--- config.mk ---
export PLATFORM = sky130hd
export DESIGN_NAME = adq_seq
export DESIGN_NICKNAME = d
export VERILOG_FILES = /design/src/rtl/adq_seq.sv
export SDC_FILE = /design/constraint.sdc
export NUM_CORES = 1
export LEC_CHECK = 0
export ABC_AREA = 1
export CAP_MARGIN = 20
export CORE_MARGIN = 1
export CORE_UTILIZATION = 52
export CTS_BUF_LIST = sky130_fd_sc_hd__clkbuf_4 sky130_fd_sc_hd__clkbuf_8
export CTS_CLUSTER_SIZE = 12
export DETAILED_ROUTE_END_ITERATION = 8
export PLACE_DENSITY = 0.82
export SYNTH_ARGS = -nofsm -noshare
export SYNTH_HDL_FRONTEND = slang
export SYNTH_SLANG_ARGS = --single-unit
--- constraint.sdc ---
create_clock -name clk -period 2.2 [get_ports clk]
set_clock_uncertainty 0.15 [all_clocks]
set_input_delay 0.33 -clock clk [delete_from_list [all_inputs] [get_ports clk]]
set_output_delay 0.33 -clock clk [all_outputs]
set_load 0.005 [all_outputs]
--- src/rtl/adq_seq.sv ---
// adq_seq: scans a masked set of ADC channels for a number of sweeps (or forever),
// one start/eoc/capture per channel, and hands each sample out on a valid/ready stream.
module adq_seq #(
   parameter int N_CH     = 4,
   parameter int DATA_W   = 12,
   parameter int N_SAMP_W = 8,
   parameter int TIMEOUT  = 255,
   localparam int CH_W    = $clog2(N_CH),
   localparam int TMR_W   = $clog2(TIMEOUT + 1)
) (
   input  logic                clk,
   input  logic                rst,
   input  logic                init,
   input  logic                abort,
   input  logic [N_CH-1:0]     ch_mask,
   input  logic [N_SAMP_W-1:0] n_samp,
   output logic                adc_start,
   output logic [CH_W-1:0]     adc_ch,
   input  logic                eoc,
   input  logic [DATA_W-1:0]   adc_data,
   output logic                smp_valid,
   input  logic                smp_ready,
   output logic [DATA_W-1:0]   smp_data,
   output logic [CH_W-1:0]     smp_ch,
   output logic                smp_last,
   output logic                busy,
   output logic                done,
   output logic                err_timeout,
   output logic [2:0]          state
);

   typedef enum logic [2:0] {
      S_IDLE  = 3'd0,
      S_INIT  = 3'd1,
      S_START = 3'd2,
      S_WAIT  = 3'd3,
      S_STORE = 3'd4,
      S_NEXT  = 3'd5,
      S_DONE  = 3'd6,
      S_ERR   = 3'd7
   } state_t;

   state_t              state_q, state_d;
   logic [CH_W-1:0]     ch_q, ch_d;
   logic [N_SAMP_W-1:0] sweep_q, sweep_d;
   logic [TMR_W-1:0]    timer_q, timer_d;
   logic [N_CH-1:0]     mask_q, mask_d;
   logic [N_SAMP_W-1:0] nsamp_q, nsamp_d;
   logic                vld_q, vld_d;
   logic [DATA_W-1:0]   data_q, data_d;
   logic [CH_W-1:0]     sch_q, sch_d;
   logic                last_q, last_d;

   logic [CH_W-1:0]     lo_in, lo_ch, hi_ch, up_ch;
   logic                up_found;
   logic [N_SAMP_W-1:0] sweep_inc;
   logic                last_sweep;
   logic                init_go;

   // Channel search over the masks: lowest enabled (new request and latched mask),
   // highest enabled, and the nearest enabled channel above the current one.
   always_comb begin
      lo_in    = '0;
      lo_ch    = '0;
      hi_ch    = '0;
      up_ch    = '0;
      up_found = 1'b0;
      for (int i = N_CH - 1; i >= 0; i--) begin
         if (ch_mask[i]) lo_in = CH_W'(i);
         if (mask_q[i]) lo_ch = CH_W'(i);
         if (mask_q[i] && (CH_W'(i) > ch_q)) begin
            up_ch    = CH_W'(i);
            up_found = 1'b1;
         end
      end
      for (int i = 0; i < N_CH; i++) begin
         if (mask_q[i]) hi_ch = CH_W'(i);
      end
   end

   assign sweep_inc  = sweep_q + N_SAMP_W'(1);
   assign last_sweep = (nsamp_q != '0) && (sweep_inc == nsamp_q);
   assign init_go    = init && (ch_mask != '0) && !abort;

   // Sample stream: smp_valid rises with a captured sample and, once high, data/ch/last
   // stay frozen until the cycle smp_ready is seen high; the word transfers on that edge.
   always_comb begin
      state_d = state_q;
      ch_d    = ch_q;
      sweep_d = sweep_q;
      timer_d = timer_q;
      mask_d  = mask_q;
      nsamp_d = nsamp_q;
      vld_d   = vld_q;
      data_d  = data_q;
      sch_d   = sch_q;
      last_d  = last_q;

      case (state_q)
         S_INIT: begin
            mask_d  = ch_mask;
            nsamp_d = n_samp;
            ch_d    = lo_in;
            sweep_d = '0;
            state_d = S_START;
         end
         S_START: begin
            timer_d = '0;
            state_d = S_WAIT;
         end
         S_WAIT: begin
            // eoc wins over the timeout on the final wait cycle
            if (eoc) begin
               data_d  = adc_data;
               sch_d   = ch_q;
               last_d  = (ch_q == hi_ch) && last_sweep;
               vld_d   = 1'b1;
               state_d = S_STORE;
            end else if (timer_q == TMR_W'(TIMEOUT)) begin
               state_d = S_ERR;
            end else begin
               timer_d = timer_q + TMR_W'(1);
            end
         end
         S_STORE: begin
            if (smp_ready) begin
               vld_d   = 1'b0;
               state_d = S_NEXT;
            end
         end
         S_NEXT: begin
            if (up_found) begin
               ch_d    = up_ch;
               state_d = S_START;
            end else begin
               ch_d    = lo_ch;
               sweep_d = sweep_inc;
               state_d = last_sweep ? S_DONE : S_START;
            end
         end
         default: begin
            state_d = state_q;
         end
      endcase

      // Restart or abort discards any in-flight sample without emitting it.
      if (init_go) begin
         state_d = S_INIT;
         vld_d   = 1'b0;
         data_d  = data_q;
         sch_d   = sch_q;
         last_d  = last_q;
      end else if (abort && (state_q != S_IDLE)) begin
         state_d = S_IDLE;
         vld_d   = 1'b0;
         data_d  = data_q;
         sch_d   = sch_q;
         last_d  = last_q;
      end
   end

   always_ff @(posedge clk) begin
      if (rst) begin
         state_q <= S_IDLE;
         ch_q    <= '0;
         sweep_q <= '0;
         timer_q <= '0;
         mask_q  <= '0;
         nsamp_q <= '0;
         vld_q   <= 1'b0;
         data_q  <= '0;
         sch_q   <= '0;
         last_q  <= 1'b0;
      end else begin
         state_q <= state_d;
         ch_q    <= ch_d;
         sweep_q <= sweep_d;
         timer_q <= timer_d;
         mask_q  <= mask_d;
         nsamp_q <= nsamp_d;
         vld_q   <= vld_d;
         data_q  <= data_d;
         sch_q   <= sch_d;
         last_q  <= last_d;
      end
   end

   assign adc_start   = (state_q == S_START);
   assign adc_ch      = ch_q;
   assign smp_valid   = vld_q;
   assign smp_data    = data_q;
   assign smp_ch      = sch_q;
   assign smp_last    = last_q;
   assign busy        = !((state_q == S_IDLE) || (state_q == S_DONE) || (state_q == S_ERR));
   assign done        = (state_q == S_DONE);
   assign err_timeout = (state_q == S_ERR);
   assign state       = state_q;

endmodule

==> impl_results.md <==
- Critical path arrival: 1.57 ns
- Initial antenna violation count: 0
- Worst Hold Class: reg2reg
- Clock slew at reported path FFs: 0.09 ns
- RSZ-0062 raised after global routing: false
- Total gr overflow: 0
- Worst Setup EP: adc_start
- Mean routed wirelength per cell: 12.28 µm
- Clk sinks: 49
- Seq cells post-synth: 49
- Die Ht: 70.43 µm
- Synthesis-to-layout area growth: 31.35%
- Reg-to-Reg Start: timer_q[0]
- WL met3: 356 µm
- FP Rows: 24
- Highest clock rate: 0.4868 GHz
- Antenna cells: 0
- Root Driver: clkbuf_8
- Vias per inst: 5.222
- Internal power: 1691 µW
- Max stage delay cell, worst path: clkdlybuf4s50_1
- Relative slew slack: 74.16%
- R2R Setup Slk: 0.31 ns
- Met2 Routed Length: 2733 µm
- Top sig layer: met4
- Sequential element share of the synthesized area: 40.29%
- DRT iter0 DRCs: 102
- CP Launch Point: state[1]
- Worst setup EP type: primary output
- Dpl hpwl: 4342 µm
- Reg2reg path depth: 11
- Part of the power in registers: 41.6%
- Leakage: 0.001279 µW
- Crit path time final: 2.054 ns
- DIE WIDTH: 70.43 µm
- Vias: 2465
- Reg-to-Reg End: timer_q[5]
- Clock Power Share: 20.1%
- DRT met1 WL: 2666 µm
- Cells along the critical path: inv_4 -> nor2_4 -> inv_1 -> nor2_2 -> clkdlybuf4s50_1
- Yosys warns: 0
- Critical Path Start Type: flop
- TritonCTS buffer count: 5
- Final setup violation count: 0
- DIE AREA: 4960 µm²
- Worst-Margin Slew: 0.3871 ns
- Logic depth of the worst path, buffers included: 5
- Cells after synthesis: 359
- CTS H-tree lvls: 2
- VDD IR-drop max: 0.5827 mV
- Nets@finish: 451
- Num ports: 55
- Final period utilization: 93.38%
- Sw Share: 38.35%
- Crit-path leading delay family: buffers and inverters
- Status: complete, no violations
- Pwr Total: 2743 µW
- Vias in the first global route: 2167
- Syn_nets: 391
- Crit-path max cell delay: 0.52 ns
- Syn Area/Cell: 6.782 µm²
- CTS max path bufs: 2
- Layout cells sized above 1: 10.71%
- Detailed Routing Iterations Pass 1: 5
- Initial Util: 55.16%
- Core footprint: 4414 µm²
- Power Density: 857.6 nW/µm²
- Max-cap violations: 0
- Critical path class: reg2out
- DRC Markers: 0
- GPL Wtd Cong: 0.9061
- Gate power share: 38.2%
- Cell Area, Synth: 2435 µm²
- WP data required: 1.72 ns
- Routed wire length: 5796 µm
- Pin count of the biggest net entering global routing: 23
- Count of cell types in the netlist: 27
- WHS: 0.3218 ns
- Critical path buffer and inverter count: 3
- Port bufs: 54
- Final Hold Fails: 0
- Worst-path fanout max: 5
- CTS tree: done
- GRT Total Usage: 24.10%
- Setup TNS: 0 ns
- First-pass GRT wire length: 9653 µm
- Antenna Nets Post-Route: 0
- Clock latency on the worst-skew pair: 0.30 ns
- P_sw: 1052 µW
- Slew Limit Fails: 0
-- routing by layer --
layer / GRT usage, % / vias up
met5: 0 / -
met4: 5.333 / 0
met3: 7.215 / 4
met2: 39.05 / 79
met1: 31.50 / 1090
li1: - / 1292
-- cell type report --
| type | count | area [µm²] |
|---|---|---|
| timing repair buffer | 63 | 610.6 |
| tap | 52 | 65.06 |
| clock buffer | 5 | 68.82 |
| clock inverter | 3 | 25.02 |
| multi-input combinational | 257 | 1274 |
| inverter | 43 | 163.9 |
| fill | 347 | 1216 |
| sequential | 49 | 991.0 |
-- synth_stat cells --
cell type / instances / area (µm²)
nor2_4: 3 / 33.78
clkbuf_1: 6 / 22.52
inv_2: 6 / 22.52
nand4_1: 4 / 25.02
nand2_1: 58 / 217.7
a31oi_1: 1 / 6.260
nor3_2: 1 / 10.01
nor2_1: 56 / 210.2
o21bai_1: 4 / 30.03
a21oi_1: 30 / 150.1
dfxtp_1: 49 / 980.9
nor3_1: 12 / 60.06
a22oi_1: 1 / 7.510
a211oi_1: 2 / 15.01
nor2_2: 6 / 37.54
o211ai_2: 1 / 12.51
xnor2_1: 1 / 8.760
buf_2: 3 / 15.01
xor2_1: 3 / 26.28
nor3b_1: 1 / 7.510
nand3_1: 27 / 135.1
o21ai_0: 37 / 185.2
ha_1: 2 / 25.02
inv_1: 37 / 138.9
nand3b_1: 2 / 15.01
clkbuf_2: 1 / 5.000
nand2_2: 5 / 31.28
-- worst min path at each step --
stage	cells past startpoint	slack, ns	end	start
2_1_floorplan	1	0.25	adc_ch[1]	rst
3_3_place_gp	2	0.31	smp_valid	smp_valid
3_5_place_dp	2	0.31	smp_valid	smp_valid
4_1_cts	2	0.32	smp_valid	smp_valid
5_1_grt	2	0.36	sweep_q[4]	sweep_q[4]
6_report	2	0.32	smp_valid	smp_valid
-- cell usage in the layout, fill, tap and decap left out, types with 2 or more instances in the layout --
master / Yosys / final
inv_1: 37 / 37
dfxtp_1: 49 / 45
a211oi_1: 2 / 2
ha_1: 2 / 2
inv_6: 0 / 2
nor3_1: 12 / 11
o21bai_1: 4 / 4
nand3_1: 27 / 27
inv_2: 6 / 5
buf_4: 0 / 9
dfxtp_2: 0 / 2
nor2_1: 56 / 55
dfxtp_4: 0 / 2
nand2_1: 58 / 58
nor2_2: 6 / 6
clkbuf_8: 0 / 5
nor2_4: 3 / 4
o21ai_0: 37 / 37
a21oi_1: 30 / 30
nand2_2: 5 / 4
clkdlybuf4s50_1: 0 / 53
nand3b_1: 2 / 2
nand4_1: 4 / 4
xor2_1: 3 / 3
-- sequential cells by signal, indices dropped and copies added (netlist names) --
| signal | count |
|---|---|
| nsamp_q | 8 |
| smp_ch | 2 |
| adc_ch | 2 |
| smp_last | 1 |
| state | 3 |
| smp_data | 12 |
| sweep_q | 8 |
| timer_q | 8 |
| mask_q | 4 |
| smp_valid | 1 |
-- cells by family after synthesis --
family                   synth area share, %
flip-flops                             40.29
AO/OA/AOI/OAI                          16.70
buffers and inverters                  8.376
AND/OR/NAND/NOR                        32.17
adder cells (fa/ha/maj)                1.028
XOR/XNOR                               1.439
-- power by group through the flow --
stage | registers [µW] | logic (µW) | clock network [µW]
after global placement | 1140 | 1000 | 0
after global routing | 1160 | 1160 | 607
after floorplan | 1110 | 684 | 0
final | 1140 | 1050 | 552
after detailed placement | 1140 | 1020 | 0
after CTS | 1130 | 1030 | 561
-- worst reg2reg max path, stage by stage, from the launching register on --
cell	delay, ns
dfxtp_1	0.38
ha_1	0.21
nand2_1	0.07
nor3_1	0.23
nand3_1	0.13
nand2_2	0.12
nand2_2	0.09
inv_2	0.13
nor2_4	0.04
nand3_1	0.08
xor2_1	0.14
nor2_1	0.05
-- stage by stage --
stage,cell area [µm²],worst slack (ns),std cells,utilization [%]
global placement,3058,0.2826,463,69.27
finish,3198,0.1457,472,72.45
floorplan,2435,0.4918,359,-
detailed placement,3058,0.1933,463,69.27
global route,3198,0.05265,472,72.45
CTS,3158,0.02726,471,71.54
-- timing repair --
item | 4_1_cts | 5_1_grt
hold endpoints to repair | 0 | 0
gates resized for setup | 4 | 9
hold buffers | 0 | 0
buffers inserted | 0 | 1
setup endpoints to repair | 1 | 2
pin swaps | 0 | 1
(Power assumes the default switching activity.)
